`src/rtl/bram_sched_pkg.sv`:
```
// Shared definitions for the BRAM burst scheduler: FSM encoding,
// requester index constants and burst length field width.
package bram_sched_pkg;

    // Burst length field width (beats-1, 0..15)
    localparam int LEN_W = 4;

    // FSM encoding
    localparam logic [0:0] ST_IDLE  = 1'b0;
    localparam logic [0:0] ST_BURST = 1'b1;

    // Requester slots
    localparam int REQ_CACHE  = 0;
    localparam int REQ_DMA_WR = 1;
    localparam int REQ_DMA_RD = 2;

endpackage

```
`src/rtl/bram_burst_scheduler_rr_picker.sv`:
```
// rr_picker: round-robin search over N request lines starting at ptr.
// Returns a one-hot grant, the binary index of the winner and an
// "any request" flag. Purely combinational.
module rr_picker #(
    parameter int N  = 3,
    parameter int IW = 2
) (
    input  logic [N-1:0]  req,
    input  logic [IW-1:0] ptr,
    output logic [N-1:0]  gnt,
    output logic [IW-1:0] idx,
    output logic          any
);

    int   cand_s;
    logic found_s;

    // First valid request found walking upward from ptr, wrapping at N
    always_comb begin
        gnt     = {N{1'b0}};
        idx     = {IW{1'b0}};
        found_s = 1'b0;
        cand_s  = 0;
        for (int k = 0; k < N; k++) begin
            cand_s = int'(ptr) + k;
            if (cand_s >= N) begin
                cand_s = cand_s - N;
            end else begin
                cand_s = cand_s;
            end
            if (!found_s && req[cand_s]) begin
                found_s     = 1'b1;
                idx         = IW'(cand_s);
                gnt[cand_s] = 1'b1;
            end else begin
                found_s = found_s;
            end
        end
        any = |req;
    end

endmodule

```
`src/rtl/bram_burst_scheduler.sv`:
```
// bram_burst_scheduler: time-shares one single-port BRAM among NREQ
// burst requesters (0 = cache refill, 1 = DMA write, 2 = DMA read).
// One BRAM access per cycle; read data returns BRAM_LAT cycles after
// the issuing beat, tagged with the owning requester.
// Optional feature macro: BRAM_SCHED_PRIO_EN -- requester 0 wins every
// idle arbitration it takes part in; others share round-robin.
module bram_burst_scheduler
    import bram_sched_pkg::*;
#(
    parameter int NREQ     = 3,
    parameter int AW       = 13,
    parameter int DW       = 32,
    parameter int BRAM_LAT = 2
) (
    input  logic                 wb_clk_i,
    input  logic                 wb_rst_i,
    input  logic [NREQ-1:0]      req_valid,
    input  logic [NREQ-1:0]      req_we,
    input  logic [NREQ*AW-1:0]   req_addr,
    input  logic [NREQ*LEN_W-1:0] req_len,
    input  logic [NREQ*DW-1:0]   req_wdata,
    output logic [NREQ-1:0]      gnt,
    output logic [NREQ-1:0]      beat,
    output logic [NREQ-1:0]      rd_valid,
    output logic [DW-1:0]        rd_data,
    output logic                 rd_last,
    output logic                 busy,
    output logic                 bram_en,
    output logic                 bram_we,
    output logic [AW-1:0]        bram_addr,
    output logic [DW-1:0]        bram_wdata,
    input  logic [DW-1:0]        bram_rdata
);

    localparam int IW = (NREQ > 1) ? $clog2(NREQ) : 1;

    // Wrap-around increment of a requester index
    function automatic logic [IW-1:0] next_idx(input logic [IW-1:0] i);
        if (i == IW'(NREQ - 1)) begin
            return {IW{1'b0}};
        end else begin
            return i + IW'(1);
        end
    endfunction

    logic [0:0]       state_r;
    logic [IW-1:0]    owner_r;
    logic [LEN_W-1:0] cnt_r;
    logic [AW-1:0]    addr_r;
    logic [IW-1:0]    rr_ptr_r;

    logic [BRAM_LAT-1:0]         pipe_vld_r;
    logic [BRAM_LAT-1:0]         pipe_last_r;
    logic [BRAM_LAT-1:0][IW-1:0] pipe_own_r;

    logic [IW-1:0]    pick_ptr_s;
    logic [NREQ-1:0]  pick_gnt_s;
    logic [IW-1:0]    pick_idx_s;
    logic             pick_any_s;

    logic [IW-1:0]    cur_idx_s;
    logic [AW-1:0]    cur_addr_s;
    logic             sel_valid_s;
    logic             sel_we_s;
    logic [AW-1:0]    sel_addr_s;
    logic [LEN_W-1:0] sel_len_s;
    logic [DW-1:0]    sel_wdata_s;
    logic             issue_s;
    logic             start_s;
    logic             last_s;
    logic             abort_s;
    logic             out_vld_s;

    // Search origin: cache refill jumps the queue when prioritised
    always_comb begin
`ifdef BRAM_SCHED_PRIO_EN
        if (req_valid[REQ_CACHE]) begin
            pick_ptr_s = IW'(REQ_CACHE);
        end else begin
            pick_ptr_s = rr_ptr_r;
        end
`else
        pick_ptr_s = rr_ptr_r;
`endif
    end

    rr_picker #(.N(NREQ), .IW(IW)) u_picker (
        .req (req_valid),
        .ptr (pick_ptr_s),
        .gnt (pick_gnt_s),
        .idx (pick_idx_s),
        .any (pick_any_s)
    );

    // Active requester: fresh winner when idle, burst owner otherwise
    always_comb begin
        if (state_r == ST_IDLE) begin
            cur_idx_s = pick_idx_s;
        end else begin
            cur_idx_s = owner_r;
        end
    end

    // Fetch the request fields of the active requester
    always_comb begin
        sel_valid_s = 1'b0;
        sel_we_s    = 1'b0;
        sel_addr_s  = {AW{1'b0}};
        sel_len_s   = {LEN_W{1'b0}};
        sel_wdata_s = {DW{1'b0}};
        for (int i = 0; i < NREQ; i++) begin
            if (IW'(i) == cur_idx_s) begin
                sel_valid_s = req_valid[i];
                sel_we_s    = req_we[i];
                sel_addr_s  = req_addr[i*AW +: AW];
                sel_len_s   = req_len[i*LEN_W +: LEN_W];
                sel_wdata_s = req_wdata[i*DW +: DW];
            end else begin
                sel_valid_s = sel_valid_s;
            end
        end
    end

    // Beat issue decision, last-beat and abort detection
    always_comb begin
        issue_s    = 1'b0;
        start_s    = 1'b0;
        last_s     = 1'b0;
        abort_s    = 1'b0;
        cur_addr_s = addr_r;
        if (wb_rst_i) begin
            issue_s = 1'b0;
        end else if (state_r == ST_IDLE) begin
            if (pick_any_s) begin
                issue_s    = 1'b1;
                start_s    = 1'b1;
                cur_addr_s = sel_addr_s;
                last_s     = (sel_len_s == {LEN_W{1'b0}});
            end else begin
                issue_s = 1'b0;
            end
        end else begin
            if (sel_valid_s) begin
                issue_s = 1'b1;
                last_s  = (cnt_r == {LEN_W{1'b0}});
            end else begin
                abort_s = 1'b1;
            end
        end
    end

    // Requester-facing and BRAM-facing outputs
    always_comb begin
        gnt        = {NREQ{1'b0}};
        beat       = {NREQ{1'b0}};
        for (int i = 0; i < NREQ; i++) begin
            if (IW'(i) == cur_idx_s) begin
                gnt[i]  = !wb_rst_i && ((state_r == ST_BURST) || pick_any_s);
                beat[i] = issue_s;
            end else begin
                gnt[i]  = 1'b0;
            end
        end
        bram_en    = issue_s;
        bram_we    = issue_s && sel_we_s;
        bram_addr  = issue_s ? cur_addr_s : {AW{1'b0}};
        bram_wdata = (issue_s && sel_we_s) ? sel_wdata_s : {DW{1'b0}};
    end

    // Burst FSM, beat counter, running address and round-robin pointer
    always_ff @(posedge wb_clk_i) begin
        if (wb_rst_i) begin
            state_r  <= ST_IDLE;
            owner_r  <= {IW{1'b0}};
            cnt_r    <= {LEN_W{1'b0}};
            addr_r   <= {AW{1'b0}};
            rr_ptr_r <= {IW{1'b0}};
        end else begin
            if (start_s && !last_s) begin
                state_r <= ST_BURST;
                owner_r <= cur_idx_s;
                cnt_r   <= sel_len_s - LEN_W'(1);
                addr_r  <= cur_addr_s + AW'(1);
            end else if (state_r == ST_BURST) begin
                if (issue_s) begin
                    cnt_r  <= cnt_r - LEN_W'(1);
                    addr_r <= addr_r + AW'(1);
                end
                if (last_s || abort_s) begin
                    state_r <= ST_IDLE;
                end
            end
            if ((issue_s && last_s) || abort_s) begin
                rr_ptr_r <= next_idx(cur_idx_s);
            end
        end
    end

    // Read-return tag pipeline: {owner, last} delayed by BRAM_LAT cycles
    always_ff @(posedge wb_clk_i) begin
        if (wb_rst_i) begin
            pipe_vld_r  <= {BRAM_LAT{1'b0}};
            pipe_last_r <= {BRAM_LAT{1'b0}};
            pipe_own_r  <= '0;
        end else begin
            pipe_vld_r[0]  <= issue_s && !sel_we_s;
            pipe_last_r[0] <= last_s;
            pipe_own_r[0]  <= cur_idx_s;
            for (int i = 1; i < BRAM_LAT; i++) begin
                pipe_vld_r[i]  <= pipe_vld_r[i-1];
                pipe_last_r[i] <= pipe_last_r[i-1];
                pipe_own_r[i]  <= pipe_own_r[i-1];
            end
        end
    end

    assign out_vld_s = pipe_vld_r[BRAM_LAT-1] && !wb_rst_i;

    // Read return steering and activity flag
    always_comb begin
        rd_valid = {NREQ{1'b0}};
        for (int i = 0; i < NREQ; i++) begin
            if (pipe_own_r[BRAM_LAT-1] == IW'(i)) begin
                rd_valid[i] = out_vld_s;
            end else begin
                rd_valid[i] = 1'b0;
            end
        end
        rd_last = out_vld_s && pipe_last_r[BRAM_LAT-1];
        rd_data = out_vld_s ? bram_rdata : {DW{1'b0}};
        busy    = !wb_rst_i && ((state_r != ST_IDLE) || (|pipe_vld_r));
    end

endmodule

```
`config.mk`:
```
export PLATFORM = sky130hd
export DESIGN_NAME = bram_burst_scheduler
export DESIGN_NICKNAME = d
export VERILOG_FILES = /design/src/rtl/bram_sched_pkg.sv /design/src/rtl/bram_burst_scheduler_rr_picker.sv /design/src/rtl/bram_burst_scheduler.sv
export SDC_FILE = /design/constraint.sdc
export NUM_CORES = 1
export LEC_CHECK = 0
export ABC_AREA = 1
export CAP_MARGIN = 15
export CELL_PAD_IN_SITES_DETAIL_PLACEMENT = 1
export CELL_PAD_IN_SITES_GLOBAL_PLACEMENT = 1
export CORE_MARGIN = 2
export CORE_UTILIZATION = 21
export DETAILED_ROUTE_END_ITERATION = 8
export HOLD_SLACK_MARGIN = 0.06
export PLACE_DENSITY_LB_ADDON = 0.1
export SKIP_LAST_GASP = 1
export SLEW_MARGIN = 20
export SYNTH_ARGS = -nofsm -noshare
export SYNTH_HDL_FRONTEND = slang
export SYNTH_HIERARCHICAL = 1
export SYNTH_SLANG_ARGS = --single-unit
```
`constraint.sdc`:
```
create_clock -name wb_clk_i -period 4.2 [get_ports wb_clk_i]
set_input_delay 0.63 -clock wb_clk_i [delete_from_list [all_inputs] [get_ports wb_clk_i]]
set_output_delay 0.63 -clock wb_clk_i [all_outputs]
set_load 0.01 [all_outputs]
```
* After elaboration in Yosys (flattened, before gate mapping)
Index checks and enable logic that the tools add are counted.
Storage, ports and cells: input bits 187, register bits after elaboration 30, memories 0, word-level logic and storage cells 129, memory bits (read-only) 0, latch bits 0, output and inout port bits 90, RAM bits 0
Cells by class: add/sub/neg operators 10, shifts and indexed selects 0, equality and inequality tests 5, multipliers 0, bitwise logic cells 0, reduce and logical (&&, ||, !) cells 28, muxes and demuxes 71, order comparisons 6, divide/modulo/power cells 0
Operator list (count):
- 32-bit two-way mux | 8
- 13-bit two-way mux | 10
- 32-bit by 4-bit less-than comparator with 1-bit output, second input constant | 3
- 32-bit by 3-bit >= comparator with 1-bit output, second input constant | 2
- 32-bit by 3-bit subtractor with 32-bit output, second input constant | 2
- 1-bit two-way mux | 39
- 13-bit by 1-bit adder with 13-bit output, second input constant | 2
- 4-bit two-way mux | 6
- 1-bit logical AND | 10
- 2-bit two-way mux | 5
- 4-bit logical NOT | 2
- 4-bit by 1-bit subtractor with 4-bit output, second input constant | 2
- 1-bit binary-select mux with 2-bit select | 3
- 1-bit logical NOT | 5
- 2-bit == test, second input constant | 2
- 2-bit logical NOT | 2
- 1-bit logical OR | 4
- 2-bit nonzero test | 2
- 2-bit by 1-bit adder with 3-bit output, second input constant | 1
- 2-bit by 2-bit adder with 3-bit output, second input constant | 1
- 3-bit OR reduction | 1
- 2-bit by 2-bit subtractor with 3-bit output, second input constant | 1
- 2-bit by 1-bit adder with 2-bit output, second input constant | 1
- 1-bit by 2-bit == test with 1-bit output, first input constant | 1
- 5 further kinds | 5

* Logic depth before layout (Yosys ltp)
Gate-level depths: netlist of the first run.
depth in word-level cells 25, mapped depth 33, depth with buffers taken out 32

* Cells and area by module
Netlist of the first run, hierarchy kept.
Modules (own cells, without submodules):
- bram_burst_scheduler | area an instance 3409.5 um^2, sequential area each 600.6 um^2, cells each 624, times used 1
- rr_picker | area an instance 316.6 um^2, sequential area each 0.0 um^2, cells each 63, times used 1

* Least setup slack after synthesis of the first run
OpenSTA, ideal clock, no wires.
path type register -> output, start register rr_ptr_r[0] (netlist: pick_ptr_s[0]), end output bram_wdata[10], stages on the path, launching flop included 25, arrival 3.063 ns, buffers on the path 3, data required time 3.570 ns, setup slack 0.507 ns, cell sequence dfxtp_1 > inv_1 > ha_1 > buf_4 > inv_2 > nand2_1 > nand3_1 > nand2_1 > nand3_1 > nand2_1 > inv_2 > nand2_1 > nand2_4 > nand2_4 > buf_6 > nand2_1 > nand3_2 > nor2_2 > inv_1 > nand2_1 > clkinv_1 > nor2_1 > inv_1 > buf_6 > a31oi_1
Between the ends: longest elaborated chain between the ends 22, elaborated cells between the ends (all ways) 47, those cells by class add/sub (5); order compare (3); eq/ne (2); mux (31); reduce/logical (6)
RTL lines:
- start: declaration | RTL line bram_burst_scheduler.sv:50 | logic [IW-1:0] rr_ptr_r;
- start signal: assignment | RTL line bram_burst_scheduler.sv:177 | rr_ptr_r <= {IW{1'b0}};
- start signal: assignment | RTL line bram_burst_scheduler.sv:194 | rr_ptr_r <= next_idx(cur_idx_s);
- branches (longest 11 deep; another with 32-bit by 3-bit subtractor with 32-bit output)
- 2-bit two-way mux * | RTL line bram_burst_scheduler_rr_picker.sv:31 | if (!found_s && req[cand_s]) begin
- via pick_idx_s[0] | RTL line bram_burst_scheduler.sv:58 | logic [IW-1:0] pick_idx_s;
- 2-bit two-way mux * | RTL line bram_burst_scheduler.sv:97 | if (state_r == ST_IDLE) begin
- 2-bit logical NOT | RTL line bram_burst_scheduler.sv:112 | if (IW'(i) == cur_idx_s) begin
- 1-bit two-way mux (2 in a row) | RTL line bram_burst_scheduler.sv:112
- 1-bit two-way mux * | RTL line bram_burst_scheduler.sv:112
- 1-bit two-way mux * | RTL line bram_burst_scheduler.sv:143 | if (sel_valid_s) begin
- 1-bit two-way mux * | RTL line bram_burst_scheduler.sv:133 | end else if (state_r == ST_IDLE) begin
- 1-bit two-way mux * | RTL line bram_burst_scheduler.sv:131 | if (wb_rst_i) begin
- via bram_en | RTL line bram_burst_scheduler.sv:28 | output logic bram_en,
- 1-bit logical AND *
- via bram_we | RTL line bram_burst_scheduler.sv:29 | output logic bram_we,
- 32-bit two-way mux * | RTL line bram_burst_scheduler.sv:167 | bram_wdata = (issue_s && sel_we_s) ? sel_wdata_s : {DW{1'b0}};
- end: declaration | RTL line bram_burst_scheduler.sv:31 | output logic [DW-1:0] bram_wdata,
Mark *: on every way through the listed nets, which the timed path passes. The select of a mux whose other input is x is not followed.

* Worst setup path in the final report of the first run
start input req_valid[0], end output bram_addr[10]
Between the ends: longest elaborated chain between the ends 19, elaborated cells between the ends (all ways) 37, those cells by class eq/ne (2); mux (29); reduce/logical (6)
RTL lines:
- start: declaration | RTL line bram_burst_scheduler.sv:17 | input logic [NREQ-1:0] req_valid,
- 1-bit binary-select mux with 2-bit select | RTL line bram_burst_scheduler_rr_picker.sv:31
- 1-bit two-way mux (not written as such) (2 in a row) | RTL line bram_burst_scheduler_rr_picker.sv:31
- 1-bit two-way mux | RTL line bram_burst_scheduler_rr_picker.sv:31
- 1-bit logical NOT | RTL line bram_burst_scheduler_rr_picker.sv:31
- 1-bit logical AND | RTL line bram_burst_scheduler_rr_picker.sv:31
- 1-bit two-way mux | RTL line bram_burst_scheduler_rr_picker.sv:31
- 1-bit logical NOT | RTL line bram_burst_scheduler_rr_picker.sv:31
- 1-bit logical AND | RTL line bram_burst_scheduler_rr_picker.sv:31
- 2-bit two-way mux * | RTL line bram_burst_scheduler_rr_picker.sv:31
- via pick_idx_s[1] | RTL line bram_burst_scheduler.sv:58
- 2-bit two-way mux * | RTL line bram_burst_scheduler.sv:97
- 2-bit logical NOT | RTL line bram_burst_scheduler.sv:112
- 13-bit two-way mux or 1-bit two-way mux (tied branches) (3 in a row) | RTL line bram_burst_scheduler.sv:112
- 13-bit two-way mux or 1-bit two-way mux (tied branches) | RTL line bram_burst_scheduler.sv:134, bram_burst_scheduler.sv:143
- 13-bit two-way mux or 1-bit two-way mux (tied branches) | RTL line bram_burst_scheduler.sv:133
- 13-bit two-way mux or 1-bit two-way mux (tied branches) | RTL line bram_burst_scheduler.sv:131
- 13-bit two-way mux * | RTL line bram_burst_scheduler.sv:166 | bram_addr = issue_s ? cur_addr_s : {AW{1'b0}};
- end: declaration | RTL line bram_burst_scheduler.sv:30 | output logic [AW-1:0] bram_addr,
The timed path passes the listed nets; every way through them passes the cells marked *. The select of a mux whose other input is x is not followed.

==> results.cfg, run 1 <==
[detailed_routing]
ant_nets = 0
via_per_inst = 4.46
drt-initial-drc-count = 158
drt-total-wl_mm = 19.3
routedWlPerCell_microns = 15.8
drc_errors = 0
vias = 5453
firstDrtPassIters = 4

[die]
rows = 48
start_util_pct = 21.4
core_area_sq_um = 17200
ios = 277
die_h_microns = 136
die_x_microns = 136
die-area_sq_um = 18600

[timing]
max_slew_margin_pct = 74.0
fin_crit_sh_pct = 95.6
hold_ws_ps = 406
finalSetupViolCount = 0
fin_skew_ps = 7.29
fmax_ghz = 0.249
rsz0062_at_grt = yes
maxSlewViolCount = 0
setup_ws_ps = 185
hold_viol = 0
worst_pin_slew_ps = 391
min_period_ps = 4010

[cts]
cts_made_buffers = 5
clkLatencyLatePin_ps = 280
path_clk_slew_ps = 50
htreeDepth = 2
clkSinkCount = 30
clockBufferDepth = 2
cts_root_buffer = clkbuf_16
tritoncts = done

[global_routing]
grt_max_degree = 38
grt_remaining_overflow = 0
globalRouteTotalUtil_pct = 20.6
first_global_vias = 5644
antenna_found_initial = 0
grt_pass1_wl_mm = 29.6

[min_path]
min_to = pipe_own_r[2]
worstHoldStart = pipe_own_r[0]
hold_class = reg -> reg
whs_path_depth = 2

[layout]
final_cell_mix = 236 x clkdlybuf4s50_1, 212 x nand2_1, 98 x inv_1
diodes = 0
instances_no_fill = 1223
drive_above_1_share_pct = 14.7
areaGrowthSynthToFinish_pct = 98.5
final_common_cell = clkdlybuf4s50_1
utilization_pct = 42.4
fin_area_sq_um = 7290
final_nets = 1191
fill_cells = 2232

[critical_path]
crit_type = in -> out
rr_worst_depth = 29
reg2reg_to = addr_r[5]
path_max_fanout = 17
r2r_start = pick_ptr_s[0]
arrival_ps = 3380
cp-end-kind = output port
reg2reg_slack_ps = 590
startpoint_type = primary input
cp.required_ps = 3570

[synth]
syn_inst = 674
synth_area_sq_um = 3670
syn-num-nets = 867
synth-warning-count = 6
avgSynthCellArea_sq_um = 5.45

[flow_run]
drv_cap = 0

[placement]
place_area_sq_um = 7100
dpl.hpwl_mm = 16.0
gp_congestion = 0.827
dp_cells = 1213
dp_worst_setup_slack_ps = -145
io_buffer_count = 276

[run_status]
status = complete, no violations

[pwr]
ir_worst_vdd_v = 0.000245
power.leakage_nw = 3.47
powerDensity_nw_per_um2 = 600
## metrics by stage
step,setup TNS (ps),total power (W)
CTS,-17.3,0.00436
detailed placement,-2520,0.00398
finish,0,0.00437
global placement,-380,0.00395
floorplan,0,0.00231
global route,-86.5,0.00478
## power breakdown
| group | switching, W | total, W | internal (W) |
|---|---|---|---|
| Sequential | 0.0000574 | 0.000433 | 0.000375 |
| Clock | 0.000132 | 0.000424 | 0.000293 |
| Combinational | 0.00198 | 0.00352 | 0.00154 |
## worst max-delay path, cell delays in order
cell,delay (ps)
clkdlybuf4s50_1,530
inv_1,90
nand2_1,70
nand3_1,60
nand2_1,80
nand3_1,70
nand2_1,60
inv_1,30
nand2_1,80
inv_1,50
nand2_1,70
nand2_2,70
buf_12,160
nor2_4,100
buf_8,200
inv_6,80
o221ai_1,350
a21oi_1,110
clkdlybuf4s50_1,490
## repair_timing
action / CTS / global route
endpoints found under the setup margin: 39 / 52
hold buffers: 0 / 0
gates resized for setup: 35 / 83
buffers inserted: 0 / 3
pin swaps: 0 / 1
## worst max path at each step
stage / startpoint / end / slack, ps / depth (start not counted)
6_report: req_valid[0] / bram_addr[10] / 190 / 19
3_5_place_dp: req_valid[2] / bram_addr[1] / -150 / 19
4_1_cts: req_valid[2] / bram_addr[1] / -20 / 19
3_3_place_gp: req_valid[2] / bram_addr[1] / -150 / 19
2_1_floorplan: pick_ptr_s[0] / bram_wdata[10] / 560 / 24
5_1_grt: req_valid[2] / bram_addr[9] / -40 / 18
## state kept, by name, indices dropped and copies added (netlist names)
name / count
state_r: 1
pipe_own_r: 4
pipe_vld_r: 2
owner_r: 2
pipe_last_r: 2
cnt_r: 4
pick_ptr_s: 2
addr_r: 13
## layer usage
layer  global-route usage, %  wire, microns
met1                    22.3           7590
met2                    39.4           9760
met3                    5.52           1540
met4                    4.69            408
met5                       0              0
## cell type report
class,count,area [sq um],area share (%)
sequential,30,601,8.24
clock inverter,1,30.0,0.412
tap,225,282,3.86
multi-input combinational,504,2470,33.9
clock buffer,6,139,1.91
inverter,107,409,5.61
timing repair buffer,350,3360,46.1
(Power assumes the default switching activity.)
==> run 2: changes to the inputs <==
CTS_CLUSTER_DIAMETER = 40   (was unset)
==> results of run 2 <==
The final DEF is identical to that of run 1; final timing and power are the same.
